## config.mk

```make
export PLATFORM = sky130hd
export DESIGN_NAME = pong_game_ctrl
export DESIGN_NICKNAME = d
export VERILOG_FILES = /design/src/rtl/pong_game_ctrl.sv
export SDC_FILE = /design/constraint.sdc
export NUM_CORES = 1
export LEC_CHECK = 0
export CAP_MARGIN = 25
export CORE_UTILIZATION = 30
export CTS_CLUSTER_SIZE = 30
export DETAILED_ROUTE_END_ITERATION = 12
export SETUP_SLACK_MARGIN = 0.2
export SLEW_MARGIN = 20
export SYNTH_ARGS = -nofsm -noshare
export SYNTH_HDL_FRONTEND = slang
export SYNTH_SLANG_ARGS = --single-unit
```

## constraint.sdc

```tcl
create_clock -name i_Clk -period 2.7 [get_ports i_Clk]
set_clock_uncertainty 0.05 [all_clocks]
set_input_delay 0.54 -clock i_Clk [delete_from_list [all_inputs] [get_ports i_Clk]]
set_output_delay 0.54 -clock i_Clk [all_outputs]
set_load 0.005 [all_outputs]
```

## src/rtl/pong_game_ctrl.sv

```systemverilog
// -----------------------------------------------------------------------------
// pong_game_ctrl
// Top-level Pong round sequencer. Owns both scores, the serve direction and the
// round state machine, and issues one-cycle strobes to the paddle controllers
// and the ball block.
//
// Optional feature macro: PONG_PAUSE_EN (start edge in PLAY pauses the game).
//
// Ports:
//   i_Clk           system/pixel clock
//   i_Reset_n       synchronous reset, active-low
//   i_Start         synchronised start button level (rising edge detected here)
//   i_Frame_Tick    one-cycle pulse per video frame
//   i_Miss_P1       one-cycle pulse: ball passed the left paddle
//   i_Miss_P2       one-cycle pulse: ball passed the right paddle
//   o_Paddle_Ready  strobe: centre and arm paddles
//   o_Paddle_Start  strobe: enable paddle movement
//   o_Paddle_Reset  strobe: freeze and recentre paddles
//   o_Ball_Launch   strobe: serve the ball
//   o_Serve_Dir     0 = serve toward P1, 1 = toward P2
//   o_Score_P1/P2   4-bit scores
//   o_Winner        00 none, 01 P1, 10 P2
//   o_State         current state encoding
// -----------------------------------------------------------------------------
module pong_game_ctrl #(
    parameter int WIN_SCORE    = 7,
    parameter int SERVE_FRAMES = 60,
    parameter int POINT_FRAMES = 30
) (
    input  logic       i_Clk,
    input  logic       i_Reset_n,
    input  logic       i_Start,
    input  logic       i_Frame_Tick,
    input  logic       i_Miss_P1,
    input  logic       i_Miss_P2,
    output logic       o_Paddle_Ready,
    output logic       o_Paddle_Start,
    output logic       o_Paddle_Reset,
    output logic       o_Ball_Launch,
    output logic       o_Serve_Dir,
    output logic [3:0] o_Score_P1,
    output logic [3:0] o_Score_P2,
    output logic [1:0] o_Winner,
    output logic [2:0] o_State
);

    localparam int MAX_FRAMES = (SERVE_FRAMES > POINT_FRAMES) ? SERVE_FRAMES : POINT_FRAMES;
    localparam int CNT_W      = $clog2(MAX_FRAMES + 1);

    typedef enum logic [2:0] {
        S_IDLE      = 3'd0,
        S_READY     = 3'd1,
        S_SERVE     = 3'd2,
        S_PLAY      = 3'd3,
        S_POINT     = 3'd4,
        S_GAME_OVER = 3'd5,
        S_PAUSE     = 3'd6
    } state_e;

    state_e             state_q, state_d;
    logic [CNT_W-1:0]   cnt_q, cnt_d;
    logic [3:0]         score_p1_q, score_p1_d;
    logic [3:0]         score_p2_q, score_p2_d;
    logic [1:0]         winner_q, winner_d;
    logic               serve_dir_q, serve_dir_d;
    logic               start_prev_q;
    logic               ready_q, ready_d;
    logic               pstart_q, pstart_d;
    logic               preset_q, preset_d;
    logic               launch_q, launch_d;

    logic               start_edge_s;
    logic [CNT_W-1:0]   cnt_inc_s;
    logic [4:0]         p1_inc_s;
    logic [4:0]         p2_inc_s;

    assign start_edge_s = i_Start & ~start_prev_q;
    assign cnt_inc_s    = cnt_q + {{(CNT_W-1){1'b0}}, 1'b1};
    // One extra bit so the saturation compare can never see a wrapped value.
    assign p1_inc_s     = {1'b0, score_p1_q} + 5'd1;
    assign p2_inc_s     = {1'b0, score_p2_q} + 5'd1;

    // Next-state, score bookkeeping and strobe generation.
    always_comb begin
        state_d     = state_q;
        cnt_d       = cnt_q;
        score_p1_d  = score_p1_q;
        score_p2_d  = score_p2_q;
        winner_d    = winner_q;
        serve_dir_d = serve_dir_q;
        ready_d     = 1'b0;
        pstart_d    = 1'b0;
        preset_d    = 1'b0;
        launch_d    = 1'b0;

        case (state_q)
            S_IDLE, S_GAME_OVER: begin
                if (start_edge_s) begin
                    state_d    = S_READY;
                    cnt_d      = '0;
                    score_p1_d = 4'd0;
                    score_p2_d = 4'd0;
                    winner_d   = 2'b00;
                    ready_d    = 1'b1;
                end else begin
                    state_d = state_q;
                end
            end
            S_READY: begin
                if (i_Frame_Tick) begin
                    if (cnt_inc_s == CNT_W'(SERVE_FRAMES)) begin
                        state_d = S_SERVE;
                        cnt_d   = '0;
                    end else begin
                        cnt_d = cnt_inc_s;
                    end
                end else begin
                    cnt_d = cnt_q;
                end
            end
            S_SERVE: begin
                state_d  = S_PLAY;
                pstart_d = 1'b1;
                launch_d = 1'b1;
            end
            S_PLAY: begin
                if (i_Miss_P1 && i_Miss_P2) begin
                    // Simultaneous misses: replay the point, nobody scores.
                    state_d  = S_POINT;
                    cnt_d    = '0;
                    preset_d = 1'b1;
                end else if (i_Miss_P1) begin
                    serve_dir_d = 1'b0;
                    preset_d    = 1'b1;
                    cnt_d       = '0;
                    if (p2_inc_s >= 5'(WIN_SCORE)) begin
                        score_p2_d = 4'(WIN_SCORE);
                        winner_d   = 2'b10;
                        state_d    = S_GAME_OVER;
                    end else begin
                        score_p2_d = p2_inc_s[3:0];
                        state_d    = S_POINT;
                    end
                end else if (i_Miss_P2) begin
                    serve_dir_d = 1'b1;
                    preset_d    = 1'b1;
                    cnt_d       = '0;
                    if (p1_inc_s >= 5'(WIN_SCORE)) begin
                        score_p1_d = 4'(WIN_SCORE);
                        winner_d   = 2'b01;
                        state_d    = S_GAME_OVER;
                    end else begin
                        score_p1_d = p1_inc_s[3:0];
                        state_d    = S_POINT;
                    end
                end else begin
`ifdef PONG_PAUSE_EN
                    if (start_edge_s) begin
                        state_d = S_PAUSE;
                    end else begin
                        state_d = S_PLAY;
                    end
`else
                    state_d = S_PLAY;
`endif
                end
            end
            S_PAUSE: begin
`ifdef PONG_PAUSE_EN
                if (start_edge_s) begin
                    state_d  = S_PLAY;
                    pstart_d = 1'b1;
                end else begin
                    state_d = S_PAUSE;
                end
`else
                // Unreachable without the pause feature; recover to IDLE.
                state_d = S_IDLE;
`endif
            end
            S_POINT: begin
                if (i_Frame_Tick) begin
                    if (cnt_inc_s == CNT_W'(POINT_FRAMES)) begin
                        state_d = S_READY;
                        cnt_d   = '0;
                        ready_d = 1'b1;
                    end else begin
                        cnt_d = cnt_inc_s;
                    end
                end else begin
                    cnt_d = cnt_q;
                end
            end
            default: begin
                state_d = S_IDLE;
                cnt_d   = '0;
            end
        endcase
    end

    // State, score and registered-output update with synchronous reset.
    always_ff @(posedge i_Clk) begin
        if (!i_Reset_n) begin
            state_q      <= S_IDLE;
            cnt_q        <= '0;
            score_p1_q   <= 4'd0;
            score_p2_q   <= 4'd0;
            winner_q     <= 2'b00;
            serve_dir_q  <= 1'b1;
            // A button held through reset must not look like a fresh press.
            start_prev_q <= 1'b1;
            ready_q      <= 1'b0;
            pstart_q     <= 1'b0;
            preset_q     <= 1'b0;
            launch_q     <= 1'b0;
        end else begin
            state_q      <= state_d;
            cnt_q        <= cnt_d;
            score_p1_q   <= score_p1_d;
            score_p2_q   <= score_p2_d;
            winner_q     <= winner_d;
            serve_dir_q  <= serve_dir_d;
            start_prev_q <= i_Start;
            ready_q      <= ready_d;
            pstart_q     <= pstart_d;
            preset_q     <= preset_d;
            launch_q     <= launch_d;
        end
    end

    assign o_Paddle_Ready = ready_q;
    assign o_Paddle_Start = pstart_q;
    assign o_Paddle_Reset = preset_q;
    assign o_Ball_Launch  = launch_q;
    assign o_Serve_Dir    = serve_dir_q;
    assign o_Score_P1     = score_p1_q;
    assign o_Score_P2     = score_p2_q;
    assign o_Winner       = winner_q;
    assign o_State        = state_q;

endmodule

```

==> impl_metrics.yaml, run 1 <==
setup_path:
  crit_arrival_ps: 2440
  regToRegEndpoint: "o_Winner[1]"
  critPathCaptureType: "flip-flop"
  r2r_start: "o_Score_P1[0]"
  worstPathRequired_ps: 2840
  path_class: "reg -> reg"
  crit_path_start_kind: "flip-flop"
  cp_num_buf_inv: 1
  reg2reg_depth: 7
  max_stage_delay_ps: 540
  path_cells: "inv_1 -> ha_1 -> or4b_1 -> a21oi_2 -> o41a_2 -> mux2_2 -> a211oi_1"
  worst_path_dominant_cell_family: "compound AO/OA/AOI/OAI gates"
  regToRegSetupSlack_ps: 400
  critPathSlowestCell: "or4b_1"
  cp_max_fo: 7
sta:
  fmax_mhz: 435
  fin_ws_ps: 401
  max_slew_margin_pct: 64.0
  setup_tns_ps: 0
  finalHoldViolations: 0
  fin_crit_sh_pct: 85.1
  tightest_slew_ps: 536
  setup-violations-final: 0
  period_needed_ps: 2300
  rsz0062_at_grt: "no"
  slew_violations: 0
yosys:
  yosys.area_share.simple_pct: 25.3
  synth_seq_cells: 24
  ys_async_sr_fraction_pct: 0
  synthMuxAreaShare_pct: 2.23
  synthCells: 184
  synth_top_family_by_area: "simple AND/OR/NAND/NOR gates"
  synthAdderAreaFrac_pct: 8.25
  syn-num-nets: 200
  synth_ff_type: "dfxtp_1"
  synth_xor_area_share_pct: 4.04
  syn_avg_cell_area_um2: 8.24
  ys_seq_area_share_pct: 31.7
  synth_edf_count: 0
  yosysWarnings: 0
  synth-compound-area-share_pct: 23.0
  netlist_area_um2: 1520
  synthDistinctLibCells: 55
cts:
  clockBufferDepth: 2
  postCtsSetupRepairBufs: 0
  cts_tree: "built"
  clk_pin_slew_ps: 90
  clkSinkCount: 24
  clock_latency_ps: 270
  cts.htree.levels: 1
  cts_buffers: 3
  cts_root_buf: "clkbuf_8"
finish:
  area_growth_pct: 24.8
  drive_gt1_share_pct: 11.5
  layout.nets: 226
  antenna_cells: 0
power:
  pwr-share-seq_pct: 46.6
  swShare_pct: 24.4
  power_switching_uw: 196
  p_per_area_nw_per_um2: 424
  ir_drop_v: 0.000208
  power.leakage_uw: 0.000652
  pwr-share-comb_pct: 13.3
  clockPowerShare_pct: 40.1
  intPower_uw: 607
routing:
  routed_wl_mm: 3.42
  via_per_inst: 4.94
  wire_per_inst_um: 12.4
  first_iter_violations: 100
  vias: 1363
  post-route-drc-count: 0
  ant_nets: 0
  drt-pass1-iter-count: 4
place:
  io_buffers: 23
  gp_congestion: 0.810
  post-place-ws_ps: 235
  hpwl_mm: 2.57
die:
  die_area_um2: 5340
  die_h_um: 73.1
  coreArea_um2: 4790
  boundaryPins: 24
  rows: 25
  die_w_um: 73.1
  initial_core_util_pct: 31.7
min_path:
  hp-start: "cnt_q[5]"
  worstHoldPathCells: 2
  min_path_type: "reg -> reg"
  min_to: "cnt_q[5]"
grt:
  track_usage_pct: 13.9
  grt.overflow.total: 0
  grt_pass1_wl_mm: 5.84
  grt_max_degree: 15
  grt_pass1_vias: 1233
  antenna_found_initial: 0
status:
  status: "finished clean"
flow_run:
  maxCapViolCount: 0
-- logic make-up (layout without fill, tap and decap cells) --
family,count (synthesis),after routing
muxes,3,3
DFF,24,24
adders and majority gates,10,10
and+or+nand+nor,74,74
buffers and inverters,17,42
AOI/OAI and AO/OA,49,49
xor gates and xnor gates,7,7
-- final cells by class --
type	instances	area, um^2
Clock buffer	3	41.3
Clock inverter	1	30.0
Sequential cell	24	482
Tap cell	67	83.8
Timing Repair Buffer	27	260
Inverter	11	41.3
Multi-Input combinational cell	143	953
Fill cell	488	2890
-- synthesized netlist by cell type, types with 3 or more instances --
library cell	count	area, um^2
a21oi_1	15	75.1
xor2_1	4	35.0
dfxtp_1	24	480
nand2b_1	3	18.8
mux2_2	3	33.8
a211oi_1	4	30.0
ha_1	10	125
xnor2_1	3	26.3
nor3_1	5	25.0
nand4_1	4	25.0
nand3_1	4	20.0
inv_1	10	37.5
nand2_1	20	75.1
o21ai_0	4	20.0
a31oi_1	3	18.8
nor2_1	20	75.1
-- what timing repair did --
item,CTS,global route
endpoints found under the hold margin,0,0
setup endpoints to repair,0,1
gates resized for setup,0,1
hold buffers,0,0
-- state kept, by name, summed over array words and instances, names as in the netlist --
signal	cells
o_Score_P2	4
o_State	3
o_Serve_Dir	1
o_Paddle_Ready	1
o_Winner	2
start_prev_q	1
o_Score_P1	4
o_Paddle_Reset	1
cnt_q	6
o_Ball_Launch	1
-- stage by stage --
stage	cells	cell area (um^2)	hold WS (ps)	power, uW	util [%]
after floorplan	184	1520	394	453	-
after global placement	272	1820	412	489	38.0
after detailed placement	272	1820	425	489	38.0
after CTS	276	1890	448	808	39.5
after global routing	276	1890	479	833	39.5
final	276	1890	441	803	39.5
-- power by group through the flow --
stage / combinational (uW) / sequential [uW] / clock, uW
final: 107 / 374 / 322
after global routing: 119 / 376 / 339
after CTS: 106 / 374 / 328
after detailed placement: 106 / 383 / 0
after global placement: 107 / 382 / 0
after floorplan: 78.0 / 375 / 0
-- tightest hold or removal path: cells and delay by family (launching register included) --
| family | cells | cell delay [ps] |
|---|---|---|
| flip-flops | 1 | 340 |
| AO/OA/AOI/OAI | 1 | 50 |
| AND/OR/NAND/NOR | 1 | 60 |
-- placed cells by master, fill, tap and decap left out, drive strengths merged, types with 5 or more instances in the layout --
cell type,n
a211oi,5
nor2,20
nand2,21
ha,10
dfxtp,24
a21oi,17
o21ai,6
clkdlybuf4s50,23
nor3,5
inv,10
-- per-layer routing --
metal  part of all wire [%]  GRT usage [%]  routed length (um)
met1                     54           20.1                1850
met2                     42           21.1                1440
met3                    2.7           2.07                  91
met4                    1.1           3.92                  38
met5                      0              0                   0
-- worst max-delay path by stage --
| stage | start | slack [ps] | to | depth (start not counted) |
|---|---|---|---|---|
| after CTS | o_Score_P1[0] | 320 | o_Winner[1] | 7 |
| final | o_Score_P1[0] | 400 | o_Winner[1] | 7 |
| after global routing | o_Score_P1[0] | 280 | o_Winner[1] | 7 |
| after floorplan | o_Score_P1[0] | 490 | o_Winner[1] | 7 |
| after global placement | i_Miss_P1 | 250 | o_Winner[1] | 8 |
| after detailed placement | i_Miss_P1 | 230 | o_Winner[1] | 8 |
(Power assumes the default switching activity.)
==> run 2: changes to the inputs <==
Settings changed: CORE_ASPECT_RATIO set to 2.
==> run 2 against run 1 <==
Against the previous run:
- clock-buffer cell count did not move
- fmax fell by 1.8%
- utilization fell by 1.7 points
- sequential power barely moved
- critical path depth did not move
- combinational power rose by 6%
- wire length rose by 9.6%
- sequential share of layout area rose by 0.69 points
- cell area fell by 2.6%
- first-iteration DRC count fell by 49%
- hold slack got worse by 9.8 ps
- critical endpoint unchanged
- largest power group unchanged
- highest routed layer unchanged
==> impl_metrics.yaml, run 2 (synthesis gave the netlist of run 1 again) <==
routing:
  post-route-drc-count: 0
  routed_wl_mm: 3.75
  vias: 1416
  first_iter_violations: 51
  wire_per_inst_um: 14.2
  drt-pass1-iter-count: 4
  via_per_inst: 5.36
  ant_nets: 0
cts:
  clkSinkCount: 24
  clockBufferDepth: 2
  clk_pin_slew_ps: 80
  cts_tree: "built"
  cts.repair.resized: 0
  cts.htree.levels: 1
  cts_buffers: 3
  clock_latency_ps: 260
  cts_hold_buf: 0
  postCtsSetupRepairBufs: 0
  cts_root_buf: "clkbuf_8"
grt:
  grt_pass1_wl_mm: 6.49
  grt_max_degree: 17
  grt.overflow.total: 0
  track_usage_pct: 16.0
  busiest_layer: "met2"
  grt_pass1_vias: 1448
  antenna_found_initial: 0
  met2_usage_pct: 29.4
  use_met3_pct: 1.33
  use_met1_pct: 16.7
finish:
  mostFrequentLayoutCells: "dfxtp_1 (23), clkdlybuf4s50_1 (23), nand2_1 (20), nor2_1 (20), a21oi_1 (15)"
  drive_gt1_share_pct: 10.6
  largest_register_ffs: 6
  layout.nets: 225
  fillers: 533
  area_growth_pct: 21.5
  largest_register: "cnt_q"
  antenna_cells: 0
sta:
  slew_violations: 0
  setup-violations-final: 0
  finalHoldViolations: 0
  period_needed_ps: 2340
  tightest_slew_ps: 537
  rsz0062_at_grt: "no"
  fin_crit_sh_pct: 86.7
  max_slew_margin_pct: 64.1
  setup_tns_ps: 0
  fmax_mhz: 427
min_path:
  hp-start: "cnt_q[5]"
  min_path_type: "reg -> reg"
  min_to: "cnt_q[5]"
  worstHoldPathCells: 2
flow_run:
  maxCapViolCount: 0
power:
  power.leakage_uw: 0.000632
  p_per_area_nw_per_um2: 378
  ir_drop_v: 0.000284
  power.total_uw: 697
place:
  gp_congestion: 0.824
  io_buffers: 23
  hpwl_mm: 2.91
setup_path:
  reg2reg_depth: 7
  regToRegSetupSlack_ps: 360
  cp_max_fo: 7
  worstPathRequired_ps: 2830
  critPathCaptureType: "flip-flop"
  regToRegEndpoint: "o_Winner[1]"
  path_class: "reg -> reg"
  crit_path_start_kind: "flip-flop"
  crit_arrival_ps: 2470
  r2r_start: "o_Score_P1[0]"
die:
  boundaryPins: 24
  coreArea_um2: 4860
  die_w_um: 52.3
  die_h_um: 103
  die_area_um2: 5360
  initial_core_util_pct: 31.2
  rows: 36
status:
  status: "finished clean"
==> run 2: changes by cell type in the layout (fill, tap and decap cells not counted), sizes merged <==
cell | previous run | this run
buf | 4 | 3
bufinv | 1 | 0
==> run 2: critical path, stage by stage, from the launching register on <==
cell,delay [ps]
dfxtp_2,390
inv_1,60
ha_1,210
or4b_1,550
a21oi_2,200
o41a_2,230
mux2_2,340
a211oi_1,230
==> run 2: per-stage QoR <==
step / setup WS (ps) / utilization (%) / area, um^2 / instances / hold slack [ps]
after CTS: 276 / 37.8 / 1840 / 264 / 437
after global placement: 188 / 37.0 / 1800 / 261 / 418
after detailed placement: 131 / 37.0 / 1800 / 261 / 425
final: 360 / 37.9 / 1840 / 264 / 431
after floorplan: 486 / - / 1520 / 184 / 394
after global routing: 217 / 37.9 / 1840 / 264 / 470
==> run 2: report_power, final <==
part | internal [uW] | switching, uW
clock network | 99.7 | 109
logic | 49.0 | 64.5
registers | 361 | 13.7
==> run 2: layout make-up <==
| cell class | count | area, um^2 | share of cell area [%] |
|---|---|---|---|
| clock buffer | 3 | 41.3 | 2.24 |
| tap | 57 | 71.3 | 3.87 |
| multi-input combinational | 143 | 953 | 51.8 |
| sequential | 24 | 482 | 26.2 |
| inverter | 11 | 41.3 | 2.24 |
| timing repair buffer | 26 | 253 | 13.7 |
==> run 2: routing by layer <==
layer	vias to the layer above	share of wire (%)
met2	42	55
met5	-	0
li1	710	-
met1	652	37
met3	12	3.0
met4	0	4.0
==> run 2: worst max path at each step <==
stage / startpoint / to / depth (start not counted)
2_1_floorplan: o_Score_P1[0] / o_Winner[1] / 7
3_3_place_gp: i_Miss_P1 / o_Winner[1] / 8
3_5_place_dp: i_Miss_P1 / o_Winner[1] / 8
4_1_cts: o_Score_P1[0] / o_Winner[1] / 7
5_1_grt: o_Score_P1[0] / o_Winner[1] / 7
6_report: o_Score_P1[0] / o_Winner[1] / 7
